## src/rtl/muldiv_pkg.sv

```systemverilog
// Shared encodings for the iterative multiply/divide unit.
package muldiv_pkg;

    localparam logic [1:0] OP_MULT  = 2'b00;
    localparam logic [1:0] OP_MULTU = 2'b01;
    localparam logic [1:0] OP_DIV   = 2'b10;
    localparam logic [1:0] OP_DIVU  = 2'b11;

    typedef enum logic [1:0] {
        S_IDLE = 2'b00,
        S_MUL  = 2'b01,
        S_DIV  = 2'b10,
        S_FIX  = 2'b11
    } state_t;

endpackage

```

## src/rtl/muldiv_hilo_unit.sv

```systemverilog
// Iterative shift-add multiplier / restoring divider with HI/LO registers.
//
// state  | meaning
// S_IDLE | waiting for Start; MTHI/MTLO accepted
// S_MUL  | one shift-add step per cycle on |A| * |B|
// S_DIV  | one restoring step per cycle on |A| / |B|
// S_FIX  | sign correction, HI/LO write, Done pulse
module muldiv_hilo_unit
    import muldiv_pkg::*;
#(
    parameter int WIDTH = 32
) (
    input  logic             Clk,
    input  logic             Reset,
    input  logic             Start,
    input  logic [1:0]       Op,
    input  logic [WIDTH-1:0] A,
    input  logic [WIDTH-1:0] B,
    input  logic             MTHI,
    input  logic             MTLO,
    input  logic [WIDTH-1:0] WrData,
    output logic             Busy,
    output logic             Done,
    output logic             DivByZero,
    output logic [WIDTH-1:0] HI,
    output logic [WIDTH-1:0] LO
);
    localparam int CNT_W = $clog2(WIDTH + 1);

    state_t               state_q, state_d;
    logic [CNT_W-1:0]     cnt_q, cnt_d;
    logic [2*WIDTH-1:0]   acc_q, acc_d;
    logic [WIDTH-1:0]     m_q, m_d;
    logic [WIDTH-1:0]     a_orig_q, a_orig_d;
    logic                 neg_q, neg_d;
    logic                 neg_rem_q, neg_rem_d;
    logic                 dbz_q, dbz_d;
    logic                 is_div_q, is_div_d;
    logic [WIDTH-1:0]     hi_q, hi_d;
    logic [WIDTH-1:0]     lo_q, lo_d;
    logic                 busy_q, busy_d;
    logic                 done_q, done_d;
    logic                 div_by_zero_q, div_by_zero_d;

    logic                 sign_a, sign_b;
    logic [WIDTH-1:0]     abs_a, abs_b;
    logic [WIDTH:0]       mul_sum;
    logic [2*WIDTH-1:0]   mul_acc;
    logic [WIDTH:0]       div_shift;
    logic                 div_ge;
    logic [WIDTH-1:0]     div_rem;
    logic [2*WIDTH-1:0]   div_acc;
    logic [2*WIDTH-1:0]   prod;
    logic [WIDTH-1:0]     quot, rem;

    always_comb begin
        sign_a = ~Op[0] & A[WIDTH-1];
        sign_b = ~Op[0] & B[WIDTH-1];
        abs_a  = sign_a ? -A : A;
        abs_b  = sign_b ? -B : B;

        // Multiplier sits in the low half and shifts out as the product shifts in.
        mul_sum = {1'b0, acc_q[2*WIDTH-1:WIDTH]} + (acc_q[0] ? {1'b0, m_q} : '0);
        mul_acc = {mul_sum, acc_q[WIDTH-1:1]};

        div_shift = {acc_q[2*WIDTH-1:WIDTH], acc_q[WIDTH-1]};
        div_ge    = div_shift >= {1'b0, m_q};
        div_rem   = div_ge ? WIDTH'(div_shift - {1'b0, m_q}) : div_shift[WIDTH-1:0];
        div_acc   = {div_rem, acc_q[WIDTH-2:0], div_ge};

        prod = neg_q ? -acc_q : acc_q;
        quot = neg_q ? -acc_q[WIDTH-1:0] : acc_q[WIDTH-1:0];
        rem  = neg_rem_q ? -acc_q[2*WIDTH-1:WIDTH] : acc_q[2*WIDTH-1:WIDTH];
    end

    always_comb begin
        state_d       = state_q;
        cnt_d         = cnt_q;
        acc_d         = acc_q;
        m_d           = m_q;
        a_orig_d      = a_orig_q;
        neg_d         = neg_q;
        neg_rem_d     = neg_rem_q;
        dbz_d         = dbz_q;
        is_div_d      = is_div_q;
        hi_d          = hi_q;
        lo_d          = lo_q;
        busy_d        = busy_q;
        done_d        = 1'b0;
        div_by_zero_d = 1'b0;

        case (state_q)
            S_IDLE: begin
                if (Start) begin
                    state_d   = Op[1] ? S_DIV : S_MUL;
                    busy_d    = 1'b1;
                    cnt_d     = CNT_W'(WIDTH);
                    m_d       = Op[1] ? abs_b : abs_a;
                    acc_d     = {{WIDTH{1'b0}}, (Op[1] ? abs_a : abs_b)};
                    a_orig_d  = A;
                    neg_d     = sign_a ^ sign_b;
                    neg_rem_d = sign_a;
                    dbz_d     = Op[1] & (B == '0);
                    is_div_d  = Op[1];
                end else begin
                    if (MTHI) hi_d = WrData;
                    if (MTLO) lo_d = WrData;
                end
            end
            S_MUL, S_DIV: begin
                acc_d = (state_q == S_DIV) ? div_acc : mul_acc;
                cnt_d = cnt_q - CNT_W'(1);
                if (cnt_q == CNT_W'(1)) state_d = S_FIX;
            end
            S_FIX: begin
                state_d = S_IDLE;
                busy_d  = 1'b0;
                done_d  = 1'b1;
                if (!is_div_q) begin
                    hi_d = prod[2*WIDTH-1:WIDTH];
                    lo_d = prod[WIDTH-1:0];
                end else if (dbz_q) begin
                    hi_d          = a_orig_q;
                    lo_d          = '1;
                    div_by_zero_d = 1'b1;
                end else begin
                    hi_d = rem;
                    lo_d = quot;
                end
            end
            default: state_d = S_IDLE;
        endcase
    end

    always_ff @(posedge Clk or negedge Reset) begin
        if (!Reset) begin
            state_q       <= S_IDLE;
            cnt_q         <= '0;
            acc_q         <= '0;
            m_q           <= '0;
            a_orig_q      <= '0;
            neg_q         <= 1'b0;
            neg_rem_q     <= 1'b0;
            dbz_q         <= 1'b0;
            is_div_q      <= 1'b0;
            hi_q          <= '0;
            lo_q          <= '0;
            busy_q        <= 1'b0;
            done_q        <= 1'b0;
            div_by_zero_q <= 1'b0;
        end else begin
            state_q       <= state_d;
            cnt_q         <= cnt_d;
            acc_q         <= acc_d;
            m_q           <= m_d;
            a_orig_q      <= a_orig_d;
            neg_q         <= neg_d;
            neg_rem_q     <= neg_rem_d;
            dbz_q         <= dbz_d;
            is_div_q      <= is_div_d;
            hi_q          <= hi_d;
            lo_q          <= lo_d;
            busy_q        <= busy_d;
            done_q        <= done_d;
            div_by_zero_q <= div_by_zero_d;
        end
    end

    assign Busy      = busy_q;
    assign Done      = done_q;
    assign DivByZero = div_by_zero_q;
    assign HI        = hi_q;
    assign LO        = lo_q;

endmodule

```

## config.mk

```make
export PLATFORM = sky130hd
export DESIGN_NAME = muldiv_hilo_unit
export DESIGN_NICKNAME = d
export VERILOG_FILES = /design/src/rtl/muldiv_pkg.sv /design/src/rtl/muldiv_hilo_unit.sv
export SDC_FILE = /design/constraint.sdc
export NUM_CORES = 1
export LEC_CHECK = 0
export CORE_MARGIN = 5
export CORE_UTILIZATION = 40
export CTS_CLUSTER_SIZE = 24
export DETAILED_ROUTE_END_ITERATION = 6
export GPL_TIMING_DRIVEN = 0
export PLACE_DENSITY = 0.58
export SYNTH_ARGS = -nofsm -noshare
export SYNTH_HDL_FRONTEND = slang
export SYNTH_SLANG_ARGS = --single-unit
```

## constraint.sdc

```tcl
create_clock -name Clk -period 7 [get_ports Clk]
set_input_delay 1.4 -clock Clk [delete_from_list [all_inputs] [get_ports Clk]]
set_output_delay 1.4 -clock Clk [all_outputs]
set_load 0.01 [all_outputs]
```

# --- Word level (Yosys, flattened, before mapping) ---
# Cells that the tools add are included.
word_totals:
  register_bits: 207
  latchBits: 0
  ramBits: 0
  rom_bits: 0
  in_bits: 103
  out_inout_bits: 67
  elab_cells: 82
  memories: 0
classes:
  addsub: 8
  mul: 0
  div_mod_pow: 0
  order_cmp: 1
  eq_ne: 9
  n_shift: 0
  n_mux: 34
  n_bitwise: 5
  n_reduce_logical: 11
ops:
  columns: ["operator", "n"]
  rows:
  - ["2-to-1 mux 32 bit", 16]
  - ["2-to-1 mux 64 bit", 3]
  - ["negator 32 bit", 4]
  - ["one-hot mux 32 bit (2 select lines)", 2]
  - ["one-hot mux 64 bit (2 select lines)", 1]
  - ["negator 64 bit", 1]
  - ["adder 32 x 32 -> 33 bit", 1]
  - ["greater-or-equal comparator 33 x 32 -> 1 bit", 1]
  - ["logical NOT 32 bit", 1]
  - ["subtractor 32 bit", 1]
  - ["one-hot mux 6 bit (2 select lines)", 1]
  - ["!= test 2 bit, second input constant", 5]
  - ["AND reduction 2 bit", 4]
  - ["equality test 6 x 1 -> 1 bit, second input constant", 1]
  - ["2-to-1 mux 2 bit", 3]
  - ["2-to-1 mux 6 bit", 1]
  - ["one-hot mux 2 bit (3 select lines)", 1]
  - ["AND reduction 3 bit", 2]
  - ["subtractor 6 x 1 -> 6 bit, second input constant", 1]
  - ["2-to-1 mux 1 bit", 5]
  - ["equality test 2 bit, second input constant", 2]
  - ["nonzero test 2 bit", 2]
  - ["AND 1 bit", 3]
  - ["equality test 2 x 1 -> 1 bit, second input constant", 1]
  - ["other kinds (5)", 5]

# --- Logic depth before layout (Yosys ltp) ---
depth:
  depth_word: 6
  depth_mapped: 13

# --- Worst setup path before layout ---
# No wires, ideal clock.
synth_path:
  path_type: "in2reg"
  from: "input port A[0]"
  to: "register m_q[29]"
  setup_ns: 0.125
  t_arrival_ns: 3.616
  t_required_ns: 6.875
  slack_ns: 3.259
  path_stages: 8
  n_path_buf: 0
  cell_sequence: "or4_1 > or4_1 > nand2b_1 > nor4_2 > a21oi_1 > xnor2_1 > o21ai_0 > mux2_2"
synth_via:
  elab_chain_cells: 3
synth_lines:
  columns: ["item", "line_no", "text"]
  rows:
  - ["from (decl)", "muldiv_hilo_unit.sv:17", "input logic [WIDTH-1:0] A,"]
  - ["negator 32 bit", "muldiv_hilo_unit.sv:59", "abs_a = sign_a ? -A : A;"]
  - ["2-to-1 mux 32 bit", "muldiv_hilo_unit.sv:59", null]
  - ["2-to-1 mux 32 bit", "muldiv_hilo_unit.sv:98", "m_d = Op[1] ? abs_b : abs_a;"]
  - ["to (signal assigned)", "muldiv_hilo_unit.sv:155", "m_q <= m_d;"]
  - ["to (decl)", "muldiv_hilo_unit.sv:33", "logic [WIDTH-1:0] m_q, m_d;"]
# Every way passes these cells.
# A chain may end at the register's enable or synchronous reset.

# --- Worst setup path after layout ---
layout_path:
  from: "register acc_q[0]"
  to: "register hi_q[16] (netlist: HI[16])"
layout_via:
  elab_chain_cells: 4
layout_lines:
  columns: ["item", "line_no", "text"]
  rows:
  - ["from (decl)", "muldiv_hilo_unit.sv:32", "logic [2*WIDTH-1:0] acc_q, acc_d;"]
  - ["from (signal assigned)", "muldiv_hilo_unit.sv:139", "acc_q <= '0;"]
  - ["from (signal assigned)", "muldiv_hilo_unit.sv:154", "acc_q <= acc_d;"]
  - ["negator 64 bit", "muldiv_hilo_unit.sv:71", "prod = neg_q ? -acc_q : acc_q;"]
  - ["2-to-1 mux 64 bit", "muldiv_hilo_unit.sv:71", null]
  - ["2-to-1 mux 32 bit", "muldiv_hilo_unit.sv:119", "if (!is_div_q) begin"]
  - ["one-hot mux 32 bit (2 select lines)", "muldiv_hilo_unit.sv:92", "case (state_q)"]
  - ["to (signal assigned)", "muldiv_hilo_unit.sv:161", "hi_q <= hi_d;"]
  - ["to (decl)", "muldiv_hilo_unit.sv:39", "logic [WIDTH-1:0] hi_q, hi_d;"]
# Every way passes these cells.

==> summary.txt <==
Worst setup path
  – R2r setup slk: 2.02 ns
  – Startpoint types: flop
  – Reg2reg path depth: 12
  – Crit path required time: about 7.5 ns
  – Critical Path AT: roughly 5.5 ns
  – Reg-to-reg critical path endpoint: HI[16]
  – CP Capture Point: HI[16]
  – CP Max Fanout: 10
  – Crit. End Element: flop
  – Setup Crit Path Kind: reg -> reg
  – Reg-to-reg startpoint: acc_q[0]
  – Critical Path Start: acc_q[0]

Finish
  – Fin area: ~21000 um2
  – Post-Layout Cell Count: between 3000 and 4000
  – Fill cells: around 4300
  – Ratio of cells with drive above 1 in the final layout: under 10%
  – Layout area overhead: 18.8%
  – Nets: roughly 2600
  – Number of antenna diodes: 0

Placed design
  – Dpl cells: 2971
  – Pre-CTS WS: approximately 2.1 ns
  – Area post-placement: between 20000 and 25000 um2
  – IO buf count: between 150 and 200
  – DP Wirelength: 64900 um
  – Placer Congestion: ~1.0

Synthesis
  – Top cells by count, synth: nand2_1, o21ai_0, dfrtp_1
  – Syn Nets: between 2000 and 2500
  – Yosys reg bits: 207
  – Synth top area cells: dfrtp_1, o21ai_0, a21oi_1
  – Synth unique cells: ~80
  – Post-synthesis cell count: between 2000 and 2500
  – Async S/R FF share, synth: 100%
  – Top cell type's share of synthesized area: about 29%
  – Yosys top cell by area: dfrtp_1
  – Mean post-synth cell area: roughly 8 um2
  – Sequential share of the synthesized area: between 20% and 30%
  – Number of synthesized flops with an enable pin: 0
  – Syn. warnings: 0
  – Main flop type after synthesis: dfrtp_1
  – Synth Cell Area: between 15000 and 20000 um2

Floorplan
  – Initial Util: 40.6%
  – Cell row count: 76
  – Num ports: 170
  – Core Box Area: about 43000 um2
  – Die W: approximately 220 um
  – Die area: between 40000 and 50000 um2
  – Height of the die: approximately 220 um

STA
  – Setup ws final: between 2 and 2.5 ns
  – Layout Skew: ~0.023 ns
  – Hold Violations, Final: 0
  – Max Freq: 201 MHz
  – Final slew viol count: 0
  – Slew headroom: ~27%
  – Tmin final: 4.98 ns
  – Part of the cycle the worst path needs: between 70% and 80%
  – Hold_ws: 0.480 ns
  – RSZ-0062 raised after global routing: false
  – Worst slew pin tran: 1.09 ns
  – Endpoints failing setup: 0

Drt
  – Drt drc: 0
  – Initial DRC Count: 2172
  – Via count: 18700
  – DRT antenna net count: 0
  – Drt pass-1 iters: 6
  – Vias per Instance: roughly 6.2
  – Wire per inst: ~27 um
  – DRT Wirelength: between 80000 and 90000 um

Global routing
  – Final global-route overflow total: 0
  – Via count of the first global-routing pass: 17700
  – Tot GR Track Use: approximately 32%
  – First-pass GRT wire length: around 120000 um
  – Largest net degree at the start of global routing: about 120
  – Antenna violations before repair: 1

Clock network
  – Clock Root Buffer: clkbuf_16
  – CTS resizes: 0
  – Htree depth: 1
  – CTS tree: done
  – Skew-Pair Late Insertion Delay: about 0.57 ns
  – Cts bufs inserted: 26
  – Clock transition at path regs: roughly 0.06 ns
  – # clock sinks: between 200 and 250
  – Post CTS Setup Buffer Count: 0
  – Clock buffer depth: 3
  – Hold buffer count at CTS: 0

Power and ir drop
  – Int Power: 5.35 mW
  – Switching part of the total: between 50% and 60%
  – Clock share of power: 12.3%
  – Leak Pwr: slightly above 8 nW
  – Reg power frac: a little over a fifth
  – Power per Cell Area: about 540 nW/um2
  – Comb power frac: about two thirds
  – Peak VDD IR: ~0.3 mV
  – NetSw: approximately 6.0 mW

Run
  – Maxcap violations: 0

Hold path
  – HP Start: LO[14]
  – Worst Hold Class: reg -> reg

Run status
  – Status: finished clean
## sequential cells by signal (all words and copies together), names as in the netlist
name	count
Busy	1
Done	1
DivByZero	1
dbz_q	1
neg_q	1
HI	32
acc_q	64
cnt_q	6
neg_rem_q	1
is_div_q	1
LO	32
state_q	2
a_orig_q	32
m_q	32
## cells by family (layout without fill, tap and decap cells)
family / after synthesis / in the layout / share of synthesized area, %
AND/OR/NAND/NOR: 703 / 703 / 19.7
buffers and inverters: 231 / 448 / 5.08
flip-flops: 207 / 207 / 29.5
XOR/XNOR: 166 / 166 / 8.27
multiplexers: 94 / 94 / 5.77
adder cells (fa/ha/maj): 75 / 75 / 5.42
AO/OA/AOI/OAI: 741 / 741 / 26.3
## critical path, cell delays in order, from the launching register on
cell and delay [ns]:
dfrtp_1 0.49, inv_1 0.48, buf_1 0.81, ha_1 0.35, or3b_2 0.48, nor4_2 0.39, nand4b_4 0.28, clkbuf_1 0.33
o31ai_1 0.52, xor2_1 0.13, o211ai_1 0.30, o21ai_0 0.16, a21oi_1 0.17
## cells in the final DEF, fill, tap and decap left out, types with 35 or more instances in the layout
master | netlist | routed
a21oi_1 | 199 | 199
clkbuf_1 | 134 | 142
clkdlybuf4s50_1 | 0 | 167
dfrtp_1 | 207 | 207
ha_1 | 73 | 73
inv_1 | 68 | 68
mux2_2 | 58 | 58
mux2i_1 | 35 | 35
nand2_1 | 217 | 217
nor2_1 | 186 | 186
nor3_1 | 46 | 46
o21ai_0 | 217 | 217
o22ai_1 | 43 | 43
xnor2_1 | 101 | 101
xor2_1 | 65 | 65
## metal layers
layer,vias to the layer above,share of wire [%],track usage (%),routed length [um]
li1,8510,-,-,-
met1,9073,45,47.6,36200
met2,958,43,48.3,34600
met3,156,8.7,5.66,7030
met4,0,3.6,9.96,2920
met5,-,0,0,0
## worst min-delay path by stage
| stage | endpoint | depth (start not counted) |
|---|---|---|
| finish | LO[14] | 2 |
| global route | LO[27] | 2 |
| CTS | LO[28] | 2 |
| detailed placement | LO[28] | 2 |
| global placement | LO[7] | 2 |
| floorplan | m_q[10] | 2 |
## per-stage QoR
stage	setup TNS (ns)	utilization, %	power (mW)
2_1_floorplan	0	-	6.97
3_3_place_gp	-999.72	46.2	9.70
3_5_place_dp	0	46.3	9.76
4_1_cts	0	48.3	11.2
5_1_grt	0	48.3	12.1
6_report	0	48.3	11.4
## power groups by stage
stage	registers, mW	clock network [mW]	logic [mW]
after floorplan	2.21	0	4.76
after global placement	2.38	0	7.31
after detailed placement	2.40	0	7.36
after CTS	2.38	1.41	7.39
after global routing	2.46	1.46	8.15
final	2.42	1.40	7.57
## final cells by class
cell class / instances / area, um2 / area share (%)
plain buffers: 163 / 638 / 3.05
clock buffers: 38 / 747 / 3.58
clock inverters: 10 / 115 / 0.551
inverters: 68 / 255 / 1.22
multi-input cells: 1779 / 11500 / 55.1
flip-flops and latches: 207 / 5180 / 24.8
well taps: 585 / 732 / 3.50
repair buffers: 169 / 1710 / 8.21
Power figures use the tool's default switching activity.
==> patch 1 (same settings) <==
Set the parameter `WIDTH` to 16 (it was 32).
--- a/src/rtl/muldiv_hilo_unit.sv
+++ b/src/rtl/muldiv_hilo_unit.sv
@@ -8,7 +8,7 @@
 module muldiv_hilo_unit
     import muldiv_pkg::*;
 #(
-    parameter int WIDTH = 32
+    parameter int WIDTH = 16
 ) (
     input  logic             Clk,
     input  logic             Reset,
Ports: changed (5 resized); port bits go from 170 to 90. The function was not compared with the original's and may differ.
==> patch 1 against the unedited design <==
  * Sequential cell count shrank 97
  * Setup slack gained 0.87 ns
  * Total power shrank 52%
  * First-iteration DRC count shrank 64%
  * Final area shrank 50%
  * Area after synthesis shrank 49%
  * Wire length shrank 61%
  * Largest power group unchanged
==> patch 1: results (changes against the unedited design) <==
CTS
  • CTS max path bufs: 2 (was 3)
  • Clk_lat worst skew: 0.37 ns (was 0.57 ns)
  • Worst-path clk slew: 0.09 ns (was 0.06 ns)
  • TritonCTS Buffers: 9 (was 26)

Detailed routing
  • DRT Wirelength: 31,500 µm (was 80,800 µm)
  • Initial DRC Count: 789 (was 2,172)
  • Vias per Instance: 5.88 (was 6.19)
  • DRT Pass-1 Iters: 5 (was 6)
  • Routed WL per cell: 21.4 µm (was 26.8 µm)

Pwr
  • Pwr dens: 520 nW/µm² (was 545 nW/µm²)
  • Leakage Power: 4.30 nW (was 8.16 nW)
  • Psw: 2.73 mW (was 6.03 mW)

Placed design
  • Port buffer count: 88 (was 168)
  • # placed instances: 1,459 (was 2,971)

Worst setup path
  • Crit path DAT: 4.40 ns (was 5.47 ns)

Synth
  • Mux share of post-synthesis cell area: 7.81% (was 5.77%)
  • Post-synthesis area per instance: 8.20 µm² (was 7.93 µm²)
  • Compound-Gate Fraction of Synth Area: 24.1% (was 26.3%)
  • Cell variety after synth: 77 (was 82)
  • XOR/XNOR Fraction of Synth Area: 7.16% (was 8.27%)
  • Register area share after synthesis: 30.8% (was 29.5%)
  • Synth Net Count: 1,188 (was 2,395)
  • Synth Area in Adders: 6.19% (was 5.42%)

Finish
  • Number of flip-flops in the largest register: 32 (was 64)
  • Fraction of layout cells with a size suffix above 1: 6.53% (was 5.67%)

GRT
  • Largest net degree at the start of global routing: 70 (was 118)
  • Initial antenna violation count: 0 (was 1)
  • Global-route wire length before repair: 48,500 µm (was 117,000 µm)
  • Vias in the first global route: 8,200 (was 17,700)
  • GRT Overall Usage: 24.1% (was 32.3%)

Outcome
  • Status: completed (unchanged)

Timing
  • Slew Limit Headroom: 19.3% (was 27.3%)
patch 1: power groups by stage:
stage,registers (mW),clock network [mW],logic [mW]
2_1_floorplan,1.19,0,2.49
3_3_place_gp,1.27,0,3.58
3_5_place_dp,1.27,0,3.60
4_1_cts,1.26,0.559,3.61
5_1_grt,1.31,0.584,3.99
6_report,1.27,0.559,3.64
patch 1: cells by family after synthesis:
family / count (synthesis)
AO/OA/AOI/OAI: 343
adder cells (fa/ha/maj): 43
multiplexers: 66
AND/OR/NAND/NOR: 349
flip-flops: 110
XOR/XNOR: 73
buffers and inverters: 106
patch 1: routing by layer:
| layer | global-route usage (%) | up-vias | part of all wire (%) |
|---|---|---|---|
| li1 | - | 4152 | - |
| met1 | 35.5 | 4115 | 47 |
| met2 | 36.2 | 363 | 43 |
| met3 | 3.62 | 47 | 7.0 |
| met4 | 7.56 | 0 | 3.1 |
| met5 | 0 | - | 0 |
patch 1: worst max-delay path, cell delays in order:
cell and delay (ns):
clkdlybuf4s50_1 0.52, nand2_1 0.18, clkbuf_1 0.53, and2_0 0.48, clkbuf_1 0.46, clkbuf_1 0.55, nand2_1 0.14, o211ai_1 0.12
patch 1: cell type report:
| cell class | instances | area share, % |
|---|---|---|
| multi-input cells | 874 | 54.4 |
| flip-flops and latches | 110 | 26.2 |
| repair buffers | 89 | 8.66 |
| well taps | 280 | 3.33 |
| plain buffers | 66 | 3.01 |
| clock buffers | 11 | 2.31 |
| inverters | 40 | 1.43 |
| clock inverters | 5 | 0.643 |
patch 1: path summary, 6_finish.rpt:
check	start	end	slack, ns	cells past startpoint
setup / recovery	Start	acc_q[19]	2.89	8
hold / removal	LO[1]	LO[1]	0.48	2
setup reg to reg	acc_q[0]	acc_q[30]	3.17	11
hold reg to reg	LO[1]	LO[1]	0.48	2
max in group asynchronous	Reset	neg_q	5.36	2
min in group asynchronous	Reset	acc_q[20]	0.92	1
patch 1: per-stage QoR:
step	power (mW)	worst slack, ns	cell area [µm²]	util (%)
after detailed placement	4.87	2.42	10200	46.6
after global routing	5.88	2.71	10500	48.0
after global placement	4.84	-0.106	10200	46.4
final	5.47	2.89	10500	48.0
after CTS	5.43	2.81	10500	48.0
after floorplan	3.68	4.03	8930	-
==> patch 2 (same settings) <==
Made on the original files. Take the reset off `hi_q` and load it in a clocked block of its own.
--- a/src/rtl/muldiv_hilo_unit.sv
+++ b/src/rtl/muldiv_hilo_unit.sv
@@ -143,7 +143,6 @@
             neg_rem_q     <= 1'b0;
             dbz_q         <= 1'b0;
             is_div_q      <= 1'b0;
-            hi_q          <= '0;
             lo_q          <= '0;
             busy_q        <= 1'b0;
             done_q        <= 1'b0;
@@ -158,12 +157,15 @@
             neg_rem_q     <= neg_rem_d;
             dbz_q         <= dbz_d;
             is_div_q      <= is_div_d;
-            hi_q          <= hi_d;
             lo_q          <= lo_d;
             busy_q        <= busy_d;
             done_q        <= done_d;
             div_by_zero_q <= div_by_zero_d;
         end
+    end
+
+    always_ff @(posedge Clk) begin
+        hi_q <= hi_d;
     end
 
     assign Busy      = busy_q;
Behaviour: not the same (a bounded check fails within 4 cycles, from zero or initial values and one cycle with Reset low).
==> patch 2 against the unedited design <==
  * First-iteration DRC count is 4.1% lower
  * Sequential cell count did not move
  * Wire length decreased by 6.1%
  * Area after synthesis is 1.4% lower
  * Setup slack gained 0.28 ns
  * Total power is 0.48% higher
  * Via count fell by 4.2%
  * Maximum frequency grew 5.9%
  * Final area down 0.96%
  * Critical path type unchanged
  * Critical endpoint is now acc_q[56]
  * Largest power group unchanged
  * Highest routed layer unchanged
==> patch 2: results (changes against the unedited design) <==
CTS
  • CTS max path bufs: 3 (unchanged)
  • CTS H-tree lvls: 1 (unchanged)

Timing
  • Slew Limit Headroom: 9.29% (was 27.3%)
  • Crit path time final: 4.71 ns (was 4.98 ns)
  • Worst Hold Slack: 0.478 ns (was 0.480 ns)
  • Skew final: 0.0181 ns (was 0.0229 ns)

GRT
  • Largest net degree at the start of global routing: 101 (was 118)
  • Initial antenna violation count: 2 (was 1)
  • GRT Overall Usage: 30.7% (was 32.3%)
  • Global-route wire length before repair: 111,000 µm (was 117,000 µm)

Detailed routing
  • Total number of vias: 17,900 (was 18,700)
  • DRT Wirelength: 75,800 µm (was 80,800 µm)
  • Initial DRC Count: 2,083 (was 2,172)

Worst hold path
  • End of the worst hold path: m_q[11] (was LO[14])
  • Worst hold start: m_q[11] (was LO[14])

Pwr
  • Internal Power: 5.48 mW (was 5.35 mW)
  • Peak VDD IR: 216 µV (was 301 µV)
  • Leakage Power: 8.37 nW (was 8.16 nW)
  • Comb pwr share: 65.7% (was 66.5%)

Finish
  • Fraction of layout cells with a size suffix above 1: 5.74% (was 5.67%)
  • NumNets Final: 2,526 (was 2,592)
  • # fillers: 4,323 (was 4,338)

Worst setup path
  • Slowest CP cell: o31ai_1 (was buf_1)
  • Crit path to: acc_q[56] (was HI[16])
  • Reg-to-Reg Start: acc_q[0] (unchanged)
  • CP top delay family: compound AO/OA/AOI/OAI gates (was buffers and inverters)
  • Crit path DAT: 5.16 ns (was 5.47 ns)

Placed design
  • Post-DP HPWL: 61,800 µm (was 64,900 µm)
  • Setup WS pre-CTS: 1.93 ns (was 2.13 ns)

Synth
  • EDFF count, synth: 32 (was 0)
  • Synth Net Count: 2,329 (was 2,395)

Outcome
  • Status: completed (unchanged)
==> patch 2: cell count changes in the layout (fill, tap and decap cells not counted), sizes merged, moves of 17 or more <==
| cell | unedited run | this run |
|---|---|---|
| nor2 | 186 | 214 |
| dfrtp | 207 | 175 |
| edfxtp | 0 | 32 |
| a21o | 23 | 48 |
| a21oi | 199 | 165 |
| nor3b | 23 | 5 |
| mux2i | 35 | 52 |
==> patch 2: stage by stage <==
stage / power (mW) / area (µm²) / setup TNS (ns) / cells / util (%)
2_1_floorplan: 7.15 / 17300 / 0 / 2151 / -
3_3_place_gp: 9.71 / 19800 / -544.92 / 2904 / 46.0
3_5_place_dp: 9.79 / 19800 / 0 / 2905 / 46.0
4_1_cts: 11.2 / 20700 / 0 / 2953 / 48.1
5_1_grt: 12.1 / 20700 / 0 / 2953 / 48.1
6_report: 11.4 / 20700 / 0 / 2953 / 48.1
==> patch 2: layout make-up <==
class,instances,area [µm²],share of cell area [%]
clock buffer,36,771,3.72
clock inverter,12,138,0.665
sequential,207,5340,25.8
tap,585,732,3.54
multi-input combinational,1725,11200,54.0
timing repair buffer,169,1710,8.28
buffer,145,552,2.67
inverter,74,278,1.34
==> patch 2: per-layer routing <==
layer  global-route usage [%]  wire (µm)
met1                     45.4      34100
met2                     46.1      32200
met3                     4.60       6500
met4                     10.1       2970
met5                        0          0
==> patch 2: tightest hold or removal path: stages (launching register included) <==
cell and delay (ns):
dfrtp_1 0.34, nand2_1 0.04, o21ai_0 0.06
==> patch 2: cell families (layout without fill, tap and decap cells) <==
kind of cell,Yosys count,in the layout,share of synthesized area [%]
compound gates,699,699,25.1
flops,207,207,30.8
buf+inv,219,436,4.78
fa+ha+maj,75,75,5.50
simple gates,657,657,17.7
mux,113,113,6.96
xor+xnor,181,181,9.14
